`src/rtl/pkt_tx_serializer_if.sv`:
```
// Packet-in / byte-out bundle between the response stage, the serializer and the UART tx.
// The slave modport is the serializer's view; master is the surrounding environment.
interface pkt_tx_serializer_if #(
   parameter int DATA_W = 256,
   parameter int CNT_W  = 4
);
   logic [DATA_W-1:0] in_d;
   logic [CNT_W-1:0]  in_bytecount;
   logic              in_rdy;
   logic [7:0]        tx_d;
   logic              tx_start;
   logic              tx_busy;
   logic              busy;
   logic              pkt_done;

   modport master (
      output in_d, in_bytecount, in_rdy, tx_busy,
      input  tx_d, tx_start, busy, pkt_done
   );

   modport slave (
      input  in_d, in_bytecount, in_rdy, tx_busy,
      output tx_d, tx_start, busy, pkt_done
   );
endinterface

```
`src/rtl/pkt_tx_serializer.sv`:
```
// Captures one packet on an in_rdy rising edge and walks it LSB byte first
// into a byte-wide UART tx using a start/busy handshake.
module pkt_tx_serializer #(
   parameter int DATA_W = 256,
   parameter int CNT_W  = 4
) (
   input logic                  clk,
   input logic                  rst_n,
   pkt_tx_serializer_if.slave   bus
);
   localparam int NBYTES = 1 << CNT_W;

   typedef enum logic [2:0] {IDLE, SEND, WAIT_ACK, WAIT_DONE, DONE} state_t;

   state_t                   state, state_n;
   logic [NBYTES-1:0][7:0]   in_bytes, cap;
   logic [CNT_W-1:0]         last, idx;
   logic [7:0]               tx_d_q;
   logic                     tx_start_q;
   logic                     prev_rdy, armed;
   logic                     trig, load, adv, start_n;

   // Only the first NBYTES bytes are reachable; anything above is dropped.
   for (genvar k = 0; k < NBYTES; k++) begin : g_byte
      if (8*k + 8 <= DATA_W) begin : g_in
         assign in_bytes[k] = bus.in_d[8*k +: 8];
      end else begin : g_pad
         assign in_bytes[k] = '0;
      end
   end
   wire unused_in = ^bus.in_d;

   // A level already high when reset releases is not an edge: arm only after seeing in_rdy low.
   assign trig = bus.in_rdy & ~prev_rdy & armed;

   always_comb begin
      state_n = state;
      load    = 1'b0;
      adv     = 1'b0;
      start_n = 1'b0;
      case (state)
         IDLE:      if (trig) begin state_n = SEND; load = 1'b1; end
         SEND:      if (!bus.tx_busy) begin state_n = WAIT_ACK; start_n = 1'b1; end
         WAIT_ACK:  if (bus.tx_busy) state_n = WAIT_DONE;
         WAIT_DONE: if (!bus.tx_busy) begin
                       if (idx == last) state_n = DONE;
                       else begin state_n = SEND; adv = 1'b1; end
                    end
         DONE:      state_n = IDLE;
         default:   state_n = IDLE;
      endcase
   end

   always_ff @(posedge clk or negedge rst_n) begin
      if (!rst_n) state <= IDLE;
      else        state <= state_n;
   end

   always_ff @(posedge clk or negedge rst_n) begin
      if (!rst_n) begin
         prev_rdy   <= 1'b0;
         armed      <= 1'b0;
         cap        <= '0;
         last       <= '0;
         idx        <= '0;
         tx_d_q     <= '0;
         tx_start_q <= 1'b0;
      end else begin
         prev_rdy   <= bus.in_rdy;
         tx_start_q <= start_n;
         if (!bus.in_rdy) armed <= 1'b1;
         if (load) begin
            cap  <= in_bytes;
            last <= bus.in_bytecount;
            idx  <= '0;
         end
         if (adv)     idx    <= idx + CNT_W'(1);
         if (start_n) tx_d_q <= cap[idx];
      end
   end

   assign bus.tx_d     = tx_d_q;
   assign bus.tx_start = tx_start_q;
   assign bus.busy     = (state == SEND) || (state == WAIT_ACK) || (state == WAIT_DONE);
   assign bus.pkt_done = (state == DONE);
endmodule

```
`src/flat_wrapper.sv`:
```
// flat-port wrapper written by rule: the top's interface ports become plain ports
module pkt_tx_serializer_flat 
#(
   parameter int DATA_W = 256,
   parameter int CNT_W  = 4
)
  (clk, rst_n, bus_in_d, bus_in_bytecount, bus_in_rdy, bus_tx_busy, bus_tx_d, bus_tx_start, bus_busy, bus_pkt_done);
  pkt_tx_serializer_if #(.DATA_W(DATA_W), .CNT_W(CNT_W)) bus_i ();
  input logic clk;
  input logic rst_n;
  input wire logic [$bits(bus_i.in_d)-1:0] bus_in_d;
  input wire logic [$bits(bus_i.in_bytecount)-1:0] bus_in_bytecount;
  input wire logic [$bits(bus_i.in_rdy)-1:0] bus_in_rdy;
  input wire logic [$bits(bus_i.tx_busy)-1:0] bus_tx_busy;
  output wire logic [$bits(bus_i.tx_d)-1:0] bus_tx_d;
  output wire logic [$bits(bus_i.tx_start)-1:0] bus_tx_start;
  output wire logic [$bits(bus_i.busy)-1:0] bus_busy;
  output wire logic [$bits(bus_i.pkt_done)-1:0] bus_pkt_done;
  assign bus_i.in_d = bus_in_d;
  assign bus_i.in_bytecount = bus_in_bytecount;
  assign bus_i.in_rdy = bus_in_rdy;
  assign bus_i.tx_busy = bus_tx_busy;
  assign bus_tx_d = bus_i.tx_d;
  assign bus_tx_start = bus_i.tx_start;
  assign bus_busy = bus_i.busy;
  assign bus_pkt_done = bus_i.pkt_done;
  pkt_tx_serializer #(.DATA_W(DATA_W), .CNT_W(CNT_W)) u_core (.clk(clk), .rst_n(rst_n), .bus(bus_i));
endmodule
```
`config.mk`:
```
export PLATFORM = sky130hd
export DESIGN_NAME = pkt_tx_serializer_flat
export DESIGN_NICKNAME = d
export VERILOG_FILES = /design/src/rtl/pkt_tx_serializer_if.sv /design/src/rtl/pkt_tx_serializer.sv /design/src/flat_wrapper.sv
export SDC_FILE = /design/constraint.sdc
export NUM_CORES = 1
export LEC_CHECK = 0
export CORE_UTILIZATION = 49
export DETAILED_ROUTE_END_ITERATION = 6
export DONT_BUFFER_PORTS = 1
export MAX_ROUTING_LAYER = met4
export PLACE_DENSITY = 0.69
export RECOVER_POWER = 100
export SLEW_MARGIN = 20
export SYNTH_ARGS = -nofsm -noshare
export SYNTH_HDL_FRONTEND = slang
export SYNTH_SLANG_ARGS = --single-unit
```
`constraint.sdc`:
```
create_clock -name clk -period 3.4 [get_ports clk]
set_input_delay 1.02 -clock clk [delete_from_list [all_inputs] [get_ports clk]]
set_output_delay 1.02 -clock clk [all_outputs]
set_load 0.01 [all_outputs]
```
==> Yosys cells after proc, flatten, opt, wreduce, memory -nomap -nowiden <==
Cells that the tools add are included.
{ "word_totals": {"inputBits": 264, "register_bits": 150, "out_inout_bits": 11, "elab_cells": 59} }
{ "classes": {"n_eq_ne": 9, "muxes": 17, "bitwise_logic": 3, "n_lt_le_gt_ge": 1, "n_reduce_logical": 5, "addsub": 1} }
{ "ops": {"columns": ["cell", "n"], "rows": [
  ["$bmux W8 S4", 1],
  ["$mux W3", 5],
  ["$pmux W3 S4", 1],
  ["$mux W4", 2],
  ["$mux W8", 1],
  ["$mux W1", 7],
  ["$eq A3 B2 Y1 const B", 2],
  ["$ne A2 B2 Y1 const B", 3],
  ["$lt A4 B5 Y1 const B", 1],
  ["$add A4 B1 Y4 const B", 1],
  ["$eq A4 B4 Y1", 1],
  ["$reduce_and A4 Y1", 1],
  ["$eq A3 B1 Y1 const B", 1],
  ["$eq A3 B3 Y1 const B", 1],
  ["$logic_not A3 Y1", 1],
  ["$and A1 B1 Y1", 2],
  ["$logic_or A1 B1 Y1", 2],
  ["$ne A2 B1 Y1 const B", 1],
  ["$reduce_bool A2 Y1", 1],
  ["$not A1 Y1", 1]
]} }

==> Depth between registers and ports, before layout <==
Gate-level depths: netlist (run 1).
{ "logic_depth": {"depth_word": 7, "ltp_mapped": 8, "depth_no_buf": 6} }

==> Worst setup path before layout (run 1) <==
OpenSTA, ideal clock, no wires.
{ "synth_path": {"path_type": "input to register", "startpoint": "input bus_in_rdy", "endpoint": "register u_core.cap[0] (netlist name)", "stages": 7, "n_path_buf": 3, "setup_ps": 117, "slack_ps": 1264, "t_required_ps": 3283, "t_arrival_ps": 2020, "path_cell_list": "nand2_1 -> or4_4 -> buf_6 -> buf_6 -> buf_6 -> nand2_1 -> nand2_1"} }
{ "synth_between": {"elab_chain_cells": 4} }
{ "synth_rtl": {"columns": ["item", "line_no", "rtl"], "rows": [
  ["start, declared", "flat_wrapper.sv:13", "input wire logic [$bits(bus_i.in_rdy)-1:0] bus_in_rdy;"],
  ["$and A1 B1 Y1 (2 in a row)", "pkt_tx_serializer.sv:34", "assign trig = bus.in_rdy & ~prev_rdy & armed;"],
  ["$mux W1", "pkt_tx_serializer.sv:42", "IDLE: if (trig) begin state_n = SEND; load = 1'b1; end"],
  ["$mux W1", "pkt_tx_serializer.sv:41", "case (state)"],
  ["end signal, assigned", "pkt_tx_serializer.sv:73", "cap <= in_bytes;"],
  ["end, declared", "pkt_tx_serializer.sv:16", "logic [NBYTES-1:0][7:0] in_bytes, cap;"]
]} }
Every way passes these cells.
A chain may end at the register's enable or synchronous reset.

==> Worst setup path in the final report (run 1) <==
{ "layout_path": {"startpoint": "register u_core.idx[1]", "endpoint": "register u_core.tx_d_q[6] (netlist: u_core.bus.tx_d[6])"} }
{ "layout_between": {"elab_chain_cells": 2} }
{ "layout_rtl": {"columns": ["item", "line_no", "rtl"], "rows": [
  ["start, declared", "pkt_tx_serializer.sv:17", "logic [CNT_W-1:0] last, idx;"],
  ["start signal, assigned", "pkt_tx_serializer.sv:77", "if (adv) idx <= idx + CNT_W'(1);"],
  ["$bmux W8 S4", "pkt_tx_serializer.sv:78", "if (start_n) tx_d_q <= cap[idx];"],
  ["$mux W8 (implied by the code)", "pkt_tx_serializer.sv:78", null],
  ["end signal, assigned", "pkt_tx_serializer.sv:78", null],
  ["end, declared", "pkt_tx_serializer.sv:18", "logic [7:0] tx_d_q;"]
]} }
Every way passes these cells. The select of a mux whose other input is x is not followed.

==> implementation parameters, run 1 <==
Parameter                              Value

Outcome
  Run status ... complete, no violations

GRT
  Vias in the first global route ... 4836
  Antenna violations before repair ... 0
  Global-route wire length before repair ... 25400 um
  Global-route usage over all layers ... 24.5%
  Leftover overflow at the end of global routing ... 0
  Pin count of the biggest net entering global routing ... 151

Clocking
  Post-CTS clock slew at the launch and capture registers of the worst setup and hold paths ... 0.06 ns
  Clock Latency Late Sink ... 0.43 ns
  Buffer count from post-CTS setup fixing ... 0
  Root Driver ... sky130_fd_sc_hd__clkbuf_16
  TritonCTS clock tree ... built
  Post-cts gate resize count ... 0
  H-tree levels ... 4
  Buffers from clock root to sink, at most ... 2
  Count of clock tree sinks ... 150
  Total of hold buffers inserted after clock tree synthesis ... 0
  CTS buffer count ... 17

Yosys
  Sequential share of the synthesized area ... 54.9%
  Average instance area after synthesis ... 9.65 um2
  YS warnings ... 0
  Number of distinct library cells after synthesis ... 31
  Syn_nets ... 973
  Most common flop cell mapped by yosys ... sky130_fd_sc_hd__dfrtp_1
  Synthesized flop and latch total ... 150
  FFs w/ async S/R, synth ... 100%
  Count of mapped cells out of synthesis ... 708
  Post-synth EDFFs ... 0
  Total standard cell area after synthesis ... 6830 um2

Drt
  Violation count after the first detailed-routing iteration ... 282
  Routed vias ... 4715
  Detailed-router iteration count before antenna repair ... 4
  Number of vias per cell after detailed routing ... 5.35
  Post-detailed-route DRC marker count ... 0
  Post-DR wirelength/cell ... 17.9 um
  DRT antenna net count ... 0
  Final Routed Wirelength ... 15800 um

Setup path
  Worst EP arrival ... 2.95 ns
  Buf/Inv on CP ... 1
  CP delay by family, top ... flip-flops
  Reg-to-reg endpoint ... u_core.bus.tx_d[6]
  Critical path start-end classification ... register to register
  Req. time, crit path ... 3.71 ns
  Stages on worst setup path ... 5
  CP peak stage delay ... 1.02 ns
  Launch instance of the worst register-to-register path ... u_core.idx[1]
  Critical-path cell with the highest stage delay ... sky130_fd_sc_hd__dfrtp_1
  Maximum net fanout on the critical path ... 20
  Category of the worst setup path launch point ... register
  Length in cells of the worst reg-to-reg path ... 5
  Kind of end point of the critical path ... register
  Setup slack, reg-to-reg ... 0.77 ns
  Cell Chain, Critical Path ... clkbuf_1 > mux4_2 > mux2i_1 > nor2_1 > a211o_1

Timing
  Setup repair after global routing missed its margin ... no
  Setup violators final ... 0
  Achievable clock frequency ... 380 MHz
  Worst slew margin relative to its limit ... 30.8%
  Max Clock Skew ... 0.0104 ns
  Transition at the pin with the smallest max-transition slack ... 1.04 ns
  Time the final worst path needs with I/O delays and setup ... 2.63 ns
  Setup TNS ... 0 ns
  Number of slew-limit violations in the final report ... 0
  Final worst-path setup slack ... 0.765 ns
  Post-route clock period utilization ... 77.5%
  Final Hold Vio Count ... 0

Place
  Routability cong. ... 0.756
  Post-place setup slack ... 0.862 ns
  Buffers added on ports ... 0
  Detailed Place HPWL ... 10400 um

Power
  Net Sw Power ... 2.34 mW
  Pwr Total ... 7.18 mW
  Worst ir drop on vdd ... 0.435 mV
  Clock power share ... 27.8%
  Relative contribution of sequential cells to total power ... 44.6%
  Share of total power in combinational logic ... 27.6%
  Power density over cell area ... 958 nW/um2
  Leakage power ... 3.77 nW
  Sw Share ... 32.6%
  Internal power contribution ... 4.83 mW

Finish
  Commonest cells after routing, fill and taps aside ... 406 x sky130_fd_sc_hd__nand2_1, 148 x sky130_fd_sc_hd__dfrtp_1, 32 x sky130_fd_sc_hd__mux4_2
  Most frequent standard cell in the layout excluding fill and tap cells ... sky130_fd_sc_hd__nand2_1
  Antenna Cells ... 0
  Share of cells above drive strength 1 ... 10.9%
  Post-synthesis to final-layout area growth ... 9.69%
  Number of filler cells placed in the layout ... 1176
  Net count reported at finish ... 957

Floorplanning
  Horiz. Die Dim ... 120 um
  Die area ... 14400 um2
  Die Y ... 120 um
  # IOs ... 275
  Std cell rows ... 42
  Placeable core region ... 13400 um2
  Initial core utilization ... 51.0%

Worst hold path
  Class of the tightest hold or removal check ... primary input to asynchronous set/reset pin

Flow run
  Max-cap violations ... 0
[through the flow]
stage / area (um2) / utilization [%] / std cells / hold slack (ns)
2_1_floorplan: 6830 / - / 708 / 0.435
3_3_place_gp: 6870 / 51.3 / 849 / 0.453
3_5_place_dp: 6870 / 51.3 / 849 / 0.459
4_1_cts: 7500 / 56.0 / 881 / 0.265
5_1_grt: 7490 / 55.9 / 881 / 0.263
6_report: 7490 / 55.9 / 881 / 0.280
[sequential cells by signal, indices dropped and copies added, names as in the netlist]
signal,count
u_core.last,4
u_core.cap,128
u_core.idx,4
u_core.armed,1
u_core.bus.tx_d,8
u_core.prev_rdy,1
u_core.state,3
u_core.bus.tx_start,1
[Yosys cell counts (2+ instances only)]
cell                       instances  share of area, %
sky130_fd_sc_hd__o21ai_0           4              0.29
sky130_fd_sc_hd__dfrtp_1         150                55
sky130_fd_sc_hd__buf_4             4              0.44
sky130_fd_sc_hd__buf_2            13              0.95
sky130_fd_sc_hd__nor2_1           12              0.66
sky130_fd_sc_hd__nand3_1           4              0.29
sky130_fd_sc_hd__nand2b_1          9              0.82
sky130_fd_sc_hd__nor2b_1           2              0.18
sky130_fd_sc_hd__buf_6            10               1.6
sky130_fd_sc_hd__clkbuf_1         15              0.82
sky130_fd_sc_hd__xor2_1            5              0.64
sky130_fd_sc_hd__a211o_1           7              0.90
sky130_fd_sc_hd__mux4_2           32                11
sky130_fd_sc_hd__inv_1             2              0.11
sky130_fd_sc_hd__mux2i_1          11               1.6
sky130_fd_sc_hd__a21oi_1           8              0.59
sky130_fd_sc_hd__nand2_1         406                22
[power groups by stage]
stage / combinational (mW) / sequential (mW) / clock [mW]
3_3_place_gp: 1.93 / 3.17 / 0
2_1_floorplan: 1.79 / 2.91 / 0
4_1_cts: 2.02 / 3.21 / 2.04
5_1_grt: 2.25 / 3.32 / 2.12
6_report: 1.98 / 3.20 / 2.00
3_5_place_dp: 1.99 / 3.24 / 0
[cell families after synthesis]
kind of cell,count (synthesis),synth area share (%)
AOI/OAI and AO/OA,22,2.38
buffers and inverters,44,3.97
and+or+nand+nor,441,25.4
DFF,150,54.9
muxes,44,12.3
adders and majority gates,1,0.183
xor gates and xnor gates,6,0.769
[routing by layer]
layer  global-route usage, %  up-vias  share of wire (%)
met5                       -        -                  0
met4                    8.44        0                1.5
met3                    8.75       21                8.7
met2                    36.1      158                 47
met1                    31.5     2303                 43
li1                        -     2233                  -
[worst register-to-register path: cells and delay by family (launching register included)]
kind | cells | cell delay [ns]
flops | 1 | 1.02
buf+inv | 1 | 0.47
mux | 2 | 0.72
compound gates | 1 | 0.24
simple gates | 1 | 0.07
[final cells by class]
| class | count | area [um2] | share of cell area [%] |
|---|---|---|---|
| Clock buffer | 19 | 453 | 6.04 |
| Multi-Input combinational cell | 514 | 2810 | 37.4 |
| Inverter | 2 | 7.51 | 0.100 |
| Clock inverter | 13 | 179 | 2.39 |
| Timing Repair Buffer | 7 | 73.8 | 0.985 |
| Sequential cell | 150 | 3760 | 50.1 |
| Tap cell | 176 | 220 | 2.94 |
[worst max path at each step]
stage / endpoint / start
after floorplan: u_core.cap[0] / bus_in_rdy
after global placement: u_core.cap[38] / bus_in_rdy
after detailed placement: u_core.cap[96] / bus_in_rdy
after CTS: u_core.bus.tx_d[6] / u_core.idx[0]
after global routing: u_core.bus.tx_d[6] / u_core.idx[1]
final: u_core.bus.tx_d[6] / u_core.idx[1]
Power figures use the tool's default switching activity.
==> inputs of run 2 (changes only) <==
==> constraint.sdc (replaced) <==
create_clock -name clk -period 2.8 [get_ports clk]
set_input_delay 0.84 -clock clk [delete_from_list [all_inputs] [get_ports clk]]
set_output_delay 0.84 -clock clk [all_outputs]
set_load 0.01 [all_outputs]
==> run 2 against run 1 <==
Wire length decreased by 0.59%. Sequential share of layout area increased by 0.64 points. Register-to-register slack worse by 0.29 ns. Critical path type unchanged. First-iteration DRC count rose by 15%. Worst hold slack worse by 0.17 ns. Cell count up 0.45%. Critical endpoint is now u_core.cap[16]. Die area stayed put.
==> implementation parameters, run 2 (synthesized netlist as in run 1, its figures left out) <==
Parameter                              Value

Floorplanning
  Die Y ... 120 um
  Placeable core region ... 13400 um2
  Std cell rows ... 42
  # IOs ... 275
  Die area ... 14400 um2
  Initial core utilization ... 51.0%
  Horiz. Die Dim ... 120 um

Timing
  Setup repair after global routing missed its margin ... no
  Time the final worst path needs with I/O delays and setup ... 2.32 ns
  Final Hold Vio Count ... 0
  Achievable clock frequency ... 431 MHz
  Transition at the pin with the smallest max-transition slack ... 0.619 ns
  Number of slew-limit violations in the final report ... 0
  Worst slew margin relative to its limit ... 58.3%
  Setup TNS ... 0 ns
  Post-route clock period utilization ... 82.9%
  Max Clock Skew ... 0.00723 ns
  Setup violators final ... 0
  Smallest hold slack ... 0.114 ns

Power
  Leakage power ... 3.72 nW
  Clock power share ... 24.1%
  Relative contribution of sequential cells to total power ... 45.9%
  Power density over cell area ... 1120 nW/um2
  Internal power contribution ... 5.48 mW
  Share of total power in combinational logic ... 29.9%
  Sw Share ... 34.1%
  Worst ir drop on vdd ... 0.527 mV
  Pwr Total ... 8.32 mW
  Net Sw Power ... 2.84 mW

GRT
  Leftover overflow at the end of global routing ... 0
  Antenna violations before repair ... 0
  Global-route wire length before repair ... 25100 um
  Pin count of the biggest net entering global routing ... 151
  Global-route usage over all layers ... 24.0%
  Vias in the first global route ... 4717

Place
  Routability cong. ... 0.785
  Detailed Place HPWL ... 10700 um
  Buffers added on ports ... 0
  Cell area reported after detailed placement ... 6930 um2

Finish
  Number of filler cells placed in the layout ... 1203
  Final instance area ... 7400 um2
  Number of flip-flops under the largest register name ... 128
  FF+latch area ... 3760 um2
  Commonest cells after routing, fill and taps aside ... 406 x sky130_fd_sc_hd__nand2_1, 147 x sky130_fd_sc_hd__dfrtp_1, 32 x sky130_fd_sc_hd__mux4_2
  Antenna Cells ... 0
  Net count reported at finish ... 961
  Multi-input combinational cell area ... 2790 um2
  Most frequent standard cell in the layout excluding fill and tap cells ... sky130_fd_sc_hd__nand2_1
  Post-synthesis to final-layout area growth ... 8.35%
  Most flops, register ... u_core.cap
  Share of cells above drive strength 1 ... 10.7%

Clocking
  Buffers from clock root to sink, at most ... 2
  H-tree levels ... 4
  Post-CTS clock slew at the launch and capture registers of the worst setup and hold paths ... 0.06 ns
  Buffer count from post-CTS setup fixing ... 0
  Clock Latency Late Sink ... 0.42 ns
  Total of hold buffers inserted after clock tree synthesis ... 0
  Count of clock tree sinks ... 150
  CTS buffer count ... 17
  TritonCTS clock tree ... built
  Post-cts gate resize count ... 0
  Root Driver ... sky130_fd_sc_hd__clkbuf_16

Drt
  Post-detailed-route DRC marker count ... 0
  Violation count after the first detailed-routing iteration ... 324
  DRT antenna net count ... 0
  Number of vias per cell after detailed routing ... 5.36
  Final Routed Wirelength ... 15700 um
  Post-DR wirelength/cell ... 17.7 um
  Routed vias ... 4741
  Detailed-router iteration count before antenna repair ... 4

Setup path
  Category of the worst setup path launch point ... register
  Req. time, crit path ... 3.10 ns
  CP Launch Point ... u_core.state[1]
  Kind of end point of the critical path ... register
  Critical path start-end classification ... register to register
  Maximum net fanout on the critical path ... 50
  Launch instance of the worst register-to-register path ... u_core.state[1]
  Worst EP arrival ... 2.62 ns

Worst hold path
  Class of the tightest hold or removal check ... primary input to asynchronous set/reset pin

Flow run
  Max-cap violations ... 0

Outcome
  Run status ... complete, no violations
[run 2: cell count changes in the layout (fill, tap and decap cells not counted), sizes merged]
cell / delta
bufinv: -4
clkinvlp: +2
clkbuf: +4
buf: +1
inv: +1
[run 2: final timing paths]
path / endpoint / slack, ns / cells after the start
hold reg to reg: u_core.armed / 0.46 / 1
hold / removal: u_core.cap[2] / 0.11 / 0
setup / recovery: u_core.cap[16] / 0.48 / 5
min in group clk: u_core.prev_rdy / 0.45 / 0
setup reg to reg: u_core.cap[16] / 0.48 / 5
max in group asynchronous: u_core.cap[38] / 2.37 / 0
[run 2: area by class of cell]
cell class / instances / area share [%]
Clock buffer: 20 / 5.90
Clock inverter: 12 / 1.12
Inverter: 2 / 0.101
Multi-Input combinational cell: 514 / 37.7
Sequential cell: 150 / 50.8
Tap cell: 176 / 2.97
Timing Repair Buffer: 11 / 1.47
[run 2: layer usage]
layer  GRT usage (%)  wire (um)  up-vias  part of all wire [%]
met3            7.94       1130       14                   7.2
met1            32.9       7200     2344                    46
met5               -          0        -                     0
met4            6.80        216        0                   1.4
met2            34.3       7110      145                    45
li1                -          -     2238                     -
[run 2: critical path: stages (launching register included)]
cell and delay [ns]:
sky130_fd_sc_hd__dfrtp_1 0.43, sky130_fd_sc_hd__or2_0 0.30, sky130_fd_sc_hd__or4_4 0.73, sky130_fd_sc_hd__clkbuf_4 0.48
sky130_fd_sc_hd__nand2_1 0.17, sky130_fd_sc_hd__nand2_1 0.07
[run 2: metrics by stage]
| step | utilization, % | instances | setup slack [ns] |
|---|---|---|---|
| 6_report | 55.2 | 885 | 0.479 |
| 5_1_grt | 55.2 | 885 | 0.324 |
| 4_1_cts | 55.6 | 885 | 0.609 |
| 3_5_place_dp | 51.7 | 853 | 0.587 |
| 3_3_place_gp | 51.7 | 853 | 0.599 |
| 2_1_floorplan | - | 708 | 0.844 |
[run 2: power by group through the flow]
| stage | registers, mW | logic [mW] | clock network (mW) |
|---|---|---|---|
| after floorplan | 3.53 | 2.17 | 0 |
| after global placement | 3.78 | 2.48 | 0 |
| after detailed placement | 3.86 | 2.55 | 0 |
| after CTS | 3.83 | 2.57 | 2.05 |
| after global routing | 3.96 | 2.84 | 2.15 |
| final | 3.82 | 2.49 | 2.01 |
